===== config.mk =====
export PLATFORM = sky130hd
export DESIGN_NAME = escalonador_datapath_flat
export DESIGN_NICKNAME = d
export VERILOG_FILES = /design/src/rtl/escalonador_datapath_if.sv /design/src/rtl/escalonador_datapath.sv /design/src/flat_wrapper.sv
export SDC_FILE = /design/constraint.sdc
export NUM_CORES = 1
export LEC_CHECK = 0
export BUFFER_PORTS_ARGS = -buffer_cell sky130_fd_sc_hd__buf_2
export CELL_PAD_IN_SITES_DETAIL_PLACEMENT = 0
export CELL_PAD_IN_SITES_GLOBAL_PLACEMENT = 1
export CORE_MARGIN = 1.5
export CORE_UTILIZATION = 36
export CTS_CLUSTER_SIZE = 8
export DETAILED_ROUTE_END_ITERATION = 10
export MAX_ROUTING_LAYER = met4
export PLACE_DENSITY_LB_ADDON = 0.1
export SYNTH_ARGS = -nofsm -noshare
export SYNTH_HDL_FRONTEND = slang
export SYNTH_SLANG_ARGS = --single-unit
export TNS_END_PERCENT = 50

===== constraint.sdc =====
create_clock -name ck -period 3.4 [get_ports ck]
set_input_delay 0.34 -clock ck [delete_from_list [all_inputs] [get_ports ck]]
set_output_delay 0.34 -clock ck [all_outputs]
set_load 0.01 [all_outputs]

===== src/rtl/escalonador_datapath_if.sv =====
// Requester bus plus control-FSM handshake shared by the round-robin scheduler.
// slave = scheduler side, master = requesters / control FSM side.
interface escalonador_datapath_if #(
    parameter int NREQ = 4,
    parameter int W    = 16
);
    logic [NREQ-1:0]   req;
    logic [NREQ*W-1:0] req_x;
    logic [NREQ-1:0]   gnt;
    logic [NREQ-1:0]   ack;
    logic [W-1:0]      resp_y;
    logic              resp_err;
    logic              inicio;
    logic [W-1:0]      x_out;
    logic              done;
    logic [W-1:0]      y_in;
    logic              busy;

    modport master (
        output req, req_x, done, y_in,
        input  gnt, ack, resp_y, resp_err, inicio, x_out, busy
    );

    modport slave (
        input  req, req_x, done, y_in,
        output gnt, ack, resp_y, resp_err, inicio, x_out, busy
    );
endinterface


===== src/rtl/escalonador_datapath.sv =====
// Round-robin scheduler sharing one BOBC datapath among NREQ requesters,
// with a watchdog that aborts a job whose done never arrives.
module escalonador_datapath #(
    parameter int NREQ    = 4,
    parameter int W       = 16,
    parameter int TIMEOUT = 32
) (
    input  logic                    ck,
    input  logic                    rst,
    escalonador_datapath_if.slave   bus
);
    localparam int IDXW = (NREQ > 1) ? $clog2(NREQ) : 1;
    localparam int TW   = $clog2(TIMEOUT);

    localparam logic [1:0] IDLE   = 2'd0;
    localparam logic [1:0] LAUNCH = 2'd1;
    localparam logic [1:0] WAIT   = 2'd2;
    localparam logic [1:0] RESP   = 2'd3;

    logic [1:0]      state_q, state_d;
    logic [IDXW-1:0] ptr_q, ptr_d;
    logic [IDXW-1:0] idx_q, idx_d;
    logic [TW-1:0]   timer_q, timer_d;
    logic [W-1:0]    x_q, x_d;
    logic [W-1:0]    y_q, y_d;
    logic            err_q, err_d;

    logic [IDXW-1:0] pick;
    logic [IDXW:0]   cand;
    logic            found;
    logic [NREQ-1:0] own;

    // First requester at or after ptr, wrapping modulo NREQ.
    always_comb begin
        pick  = ptr_q;
        found = 1'b0;
        cand  = '0;
        for (int unsigned i = 0; i < NREQ; i++) begin
            cand = {1'b0, ptr_q} + (IDXW+1)'(i);
            if (cand >= (IDXW+1)'(NREQ)) cand = cand - (IDXW+1)'(NREQ);
            if (!found && bus.req[cand[IDXW-1:0]]) begin
                found = 1'b1;
                pick  = cand[IDXW-1:0];
            end
        end
    end

    always_comb begin
        state_d = state_q;
        ptr_d   = ptr_q;
        idx_d   = idx_q;
        timer_d = timer_q;
        x_d     = x_q;
        y_d     = y_q;
        err_d   = err_q;
        case (state_q)
            IDLE: begin
                if (|bus.req) begin
                    idx_d   = pick;
                    x_d     = bus.req_x[pick*W +: W];
                    state_d = LAUNCH;
                end
            end
            LAUNCH: begin
                timer_d = '0;
                state_d = WAIT;
            end
            WAIT: begin
                // done takes priority over the watchdog expiring in the same cycle
                if (bus.done) begin
                    y_d     = bus.y_in;
                    err_d   = 1'b0;
                    state_d = RESP;
                end else if (timer_q == TW'(TIMEOUT-1)) begin
                    y_d     = '0;
                    err_d   = 1'b1;
                    state_d = RESP;
                end else begin
                    timer_d = timer_q + 1'b1;
                end
            end
            RESP: begin
                ptr_d   = (idx_q == IDXW'(NREQ-1)) ? '0 : idx_q + 1'b1;
                state_d = IDLE;
            end
            default: state_d = IDLE;
        endcase
    end

    always_ff @(posedge ck or negedge rst) begin
        if (!rst) begin
            state_q <= IDLE;
            ptr_q   <= '0;
            idx_q   <= '0;
            timer_q <= '0;
            x_q     <= '0;
            y_q     <= '0;
            err_q   <= 1'b0;
        end else begin
            state_q <= state_d;
            ptr_q   <= ptr_d;
            idx_q   <= idx_d;
            timer_q <= timer_d;
            x_q     <= x_d;
            y_q     <= y_d;
            err_q   <= err_d;
        end
    end

    assign own          = NREQ'(1) << idx_q;
    assign bus.gnt      = (state_q != IDLE) ? own : '0;
    assign bus.ack      = (state_q == RESP) ? own : '0;
    assign bus.resp_y   = (state_q == RESP) ? y_q : '0;
    assign bus.resp_err = (state_q == RESP) & err_q;
    assign bus.inicio   = (state_q == LAUNCH);
    assign bus.x_out    = x_q;
    assign bus.busy     = (state_q != IDLE);
endmodule


===== src/flat_wrapper.sv =====
// flat-port wrapper written by rule: the top's interface ports become plain ports
module escalonador_datapath_flat 
#(
    parameter int NREQ    = 4,
    parameter int W       = 16,
    parameter int TIMEOUT = 32
)
  (ck, rst, bus_req, bus_req_x, bus_done, bus_y_in, bus_gnt, bus_ack, bus_resp_y, bus_resp_err, bus_inicio, bus_x_out, bus_busy);
  escalonador_datapath_if #(.NREQ(NREQ), .W(W)) bus_i ();
  input  logic ck;
  input  logic rst;
  input wire logic [$bits(bus_i.req)-1:0] bus_req;
  input wire logic [$bits(bus_i.req_x)-1:0] bus_req_x;
  input wire logic [$bits(bus_i.done)-1:0] bus_done;
  input wire logic [$bits(bus_i.y_in)-1:0] bus_y_in;
  output wire logic [$bits(bus_i.gnt)-1:0] bus_gnt;
  output wire logic [$bits(bus_i.ack)-1:0] bus_ack;
  output wire logic [$bits(bus_i.resp_y)-1:0] bus_resp_y;
  output wire logic [$bits(bus_i.resp_err)-1:0] bus_resp_err;
  output wire logic [$bits(bus_i.inicio)-1:0] bus_inicio;
  output wire logic [$bits(bus_i.x_out)-1:0] bus_x_out;
  output wire logic [$bits(bus_i.busy)-1:0] bus_busy;
  assign bus_i.req = bus_req;
  assign bus_i.req_x = bus_req_x;
  assign bus_i.done = bus_done;
  assign bus_i.y_in = bus_y_in;
  assign bus_gnt = bus_i.gnt;
  assign bus_ack = bus_i.ack;
  assign bus_resp_y = bus_i.resp_y;
  assign bus_resp_err = bus_i.resp_err;
  assign bus_inicio = bus_i.inicio;
  assign bus_x_out = bus_i.x_out;
  assign bus_busy = bus_i.busy;
  escalonador_datapath #(.NREQ(NREQ), .W(W), .TIMEOUT(TIMEOUT)) u_core (.ck(ck), .rst(rst), .bus(bus_i));
endmodule

==> flow_summary.ini <==
[layout]
drive_gt1_share_pct = 40.4
diodes = 0
fin_cells = 470
areaGrowthSynthToFinish_pct = 31.1
nets = 471

[power]
vdd_drop_max_mv = 0.269
power.internal_mw = 1.59
p_leak_nw = 1.73
pwr-share-seq_pct = 33.2
power_frac_comb_pct = 50.5
power.total_mw = 2.69
clockPowerShare_pct = 16.3
p_per_area_nw_per_um2 = 783
switching_share_pct = 40.7
power.switching_mw = 1.09

[place]
dp_cells = 462
io_buffers = 129
gp_congestion = 0.727
pre_cts_ws_ns = 0.895
dp_hpwl_um = 4940

[clocking]
post_cts_resized = 0
htreeDepth = 2
cts_setup_buffers = 0
cts.sinks = 44
root_buffer = clkbuf_8
clk_pin_slew_worst_paths_ns = 0.10
cts_hold_buf = 0
cts_made_buffers = 5
cts_tree = built
clock_latency_ns = 0.30
clk_path_buf_depth = 2

[floorplan]
die_area_um2 = 7790
num_rows = 30
die_x_um = 88.3
dieHeight_um = 88.3
core_um2 = 6910
ios = 130
start_util_pct = 37.9

[yosys]
syn_area_per_cell_um2 = 10.4
synth_common_cells = dfrtp_1, a211oi_1, and2_1, nor2_1, a22o_1
synth.distinct_cells = 40
synth.net_count = 349
ys_seq_area_share_pct = 42.1
yosysMostFrequentCell = dfrtp_1
synth-seq-cells = 44
synth_top_flop_cell = dfrtp_1
synth_area_leader_cell = dfrtp_1
ys_warn_count = 0
synth_edf_count = 0
synth_area_um2 = 2620
ys_async_sr_fraction_pct = 100
synth_top_area_share_pct = 42.1
synth_area_leaders = dfrtp_1, a211oi_1, a22o_1
synth_cells = 251

[worst_hold_path]
hp-class = input port to async pin

[timing]
fin_ws_ns = 0.957
fmax_ghz = 0.409
slew_violations = 0
finalSetupViolCount = 0
finalHoldViolCount = 0
holdWs_ns = 0.207
fin_crit_ns = 2.44
rsz0062_at_grt = no
slew_headroom_pct = 32.5
tightestPinTransition_ns = 1.01
fin_tns_setup_ns = 0
finalCritPeriodShare_pct = 71.9
skew_ns = 0.0130

[detailed_routing]
drtAntennaViolNets = 0
wl_per_cell_um = 14.6
first_pass_iters = 4
drc = 0
vias_per_cell = 5.01
first_iter_violations = 78
vias = 2353
wirelength_um = 6880

[critical_path]
crit_type = register to register
cp_max_fo = 19
critPathRequiredTime_ns = 3.58
arrival_ns = 2.62
startpoint_type = register
end_kind = register

[grt]
track_usage_pct = 18.1
grt_pass1_vias = 2214
antenna_found_initial = 0
grt_pass1_wl_um = 10600
grt.overflow.total = 0
grt_start_max_net_pins = 45

[status]
status = completed

[job]
drv_cap = 0
-- cells in the final DEF (no fill, tap or decap), types with 2 or more instances in the layout --
cell | Yosys | layout
o21ai_1 | 2 | 2
o21ai_0 | 5 | 5
inv_1 | 8 | 8
mux2_2 | 3 | 3
buf_2 | 2 | 129
and4_1 | 15 | 15
nor2_4 | 2 | 2
nor2_1 | 22 | 22
a211oi_1 | 31 | 31
a21oi_1 | 3 | 3
a22o_1 | 18 | 18
o22ai_1 | 2 | 2
nand2_1 | 6 | 6
dfrtp_1 | 44 | 44
mux2i_1 | 15 | 15
and2_1 | 23 | 23
nor3_1 | 2 | 2
nor2b_1 | 6 | 6
clkbuf_8 | 0 | 6
ha_1 | 11 | 11
-- power by group through the flow --
stage	registers (mW)	logic (mW)	clock network, mW
floorplan	0.926	0.927	0
global placement	0.901	1.36	0
detailed placement	0.902	1.38	0
CTS	0.894	1.38	0.447
global route	0.925	1.51	0.464
finish	0.891	1.35	0.439
-- kinds of logic after synthesis --
kind of cell	after synthesis	share of synthesized area, %
simple gates	86	20.6
compound gates	69	20.8
flops	44	42.1
buf+inv	23	4.25
mux	18	7.03
fa+ha+maj	11	5.26
-- flip-flops by register name (all words and copies together) (netlist names) --
signal / cells
u_core.idx_q: 2
u_core.ptr_q: 2
u_core.state_q: 2
u_core.err_q: 1
u_core.timer_q: 5
u_core.y_q: 16
u_core.bus.x_out: 16
-- through the flow --
step	area, um2	util [%]
5_1_grt	3430	49.7
2_1_floorplan	2620	-
6_report	3430	49.7
3_3_place_gp	3310	47.9
4_1_cts	3430	49.7
3_5_place_dp	3310	47.9
-- worst max-delay path, cell delays in order (launching register included) --
cell and delay (ns):
dfrtp_1 0.41, inv_1 0.14, ha_1 0.34, inv_1 0.13, nor2_4 0.43, nand3_2 0.42, a211oi_1 0.37, a211oi_1 0.08
-- final timing paths --
| path | from | depth (start not counted) | slack [ns] | end |
|---|---|---|---|---|
| setup / recovery | u_core.state_q[1] | 7 | 0.96 | u_core.bus.x_out[4] |
| hold / removal | rst | 1 | 0.21 | u_core.timer_q[2] |
| setup reg to reg | u_core.state_q[1] | 7 | 0.96 | u_core.bus.x_out[4] |
| hold reg to reg | u_core.y_q[7] | 1 | 0.49 | u_core.y_q[7] |
| max in group asynchronous | rst | 1 | 2.57 | u_core.bus.x_out[13] |
| min in group ck | bus_y_in[7] | 2 | 0.26 | u_core.y_q[7] |
-- cell type report --
type | count | area (um2)
Tap cell | 96 | 120
Sequential cell | 44 | 1100
Clock buffer | 6 | 82.6
Inverter | 8 | 30.0
Clock inverter | 2 | 38.8
Timing Repair Buffer | 130 | 653
Multi-Input combinational cell | 184 | 1410
Fill cell | 692 | 3480
-- per-layer routing --
metal	vias up	wire length, um	global-route usage, %
met2	95	3130	28.9
met3	7	602	5.32
met5	-	0	-
li1	1173	-	-
met4	0	83	4.69
met1	1078	3070	22.4
Note: power is estimated with default switching activity, not from simulation.
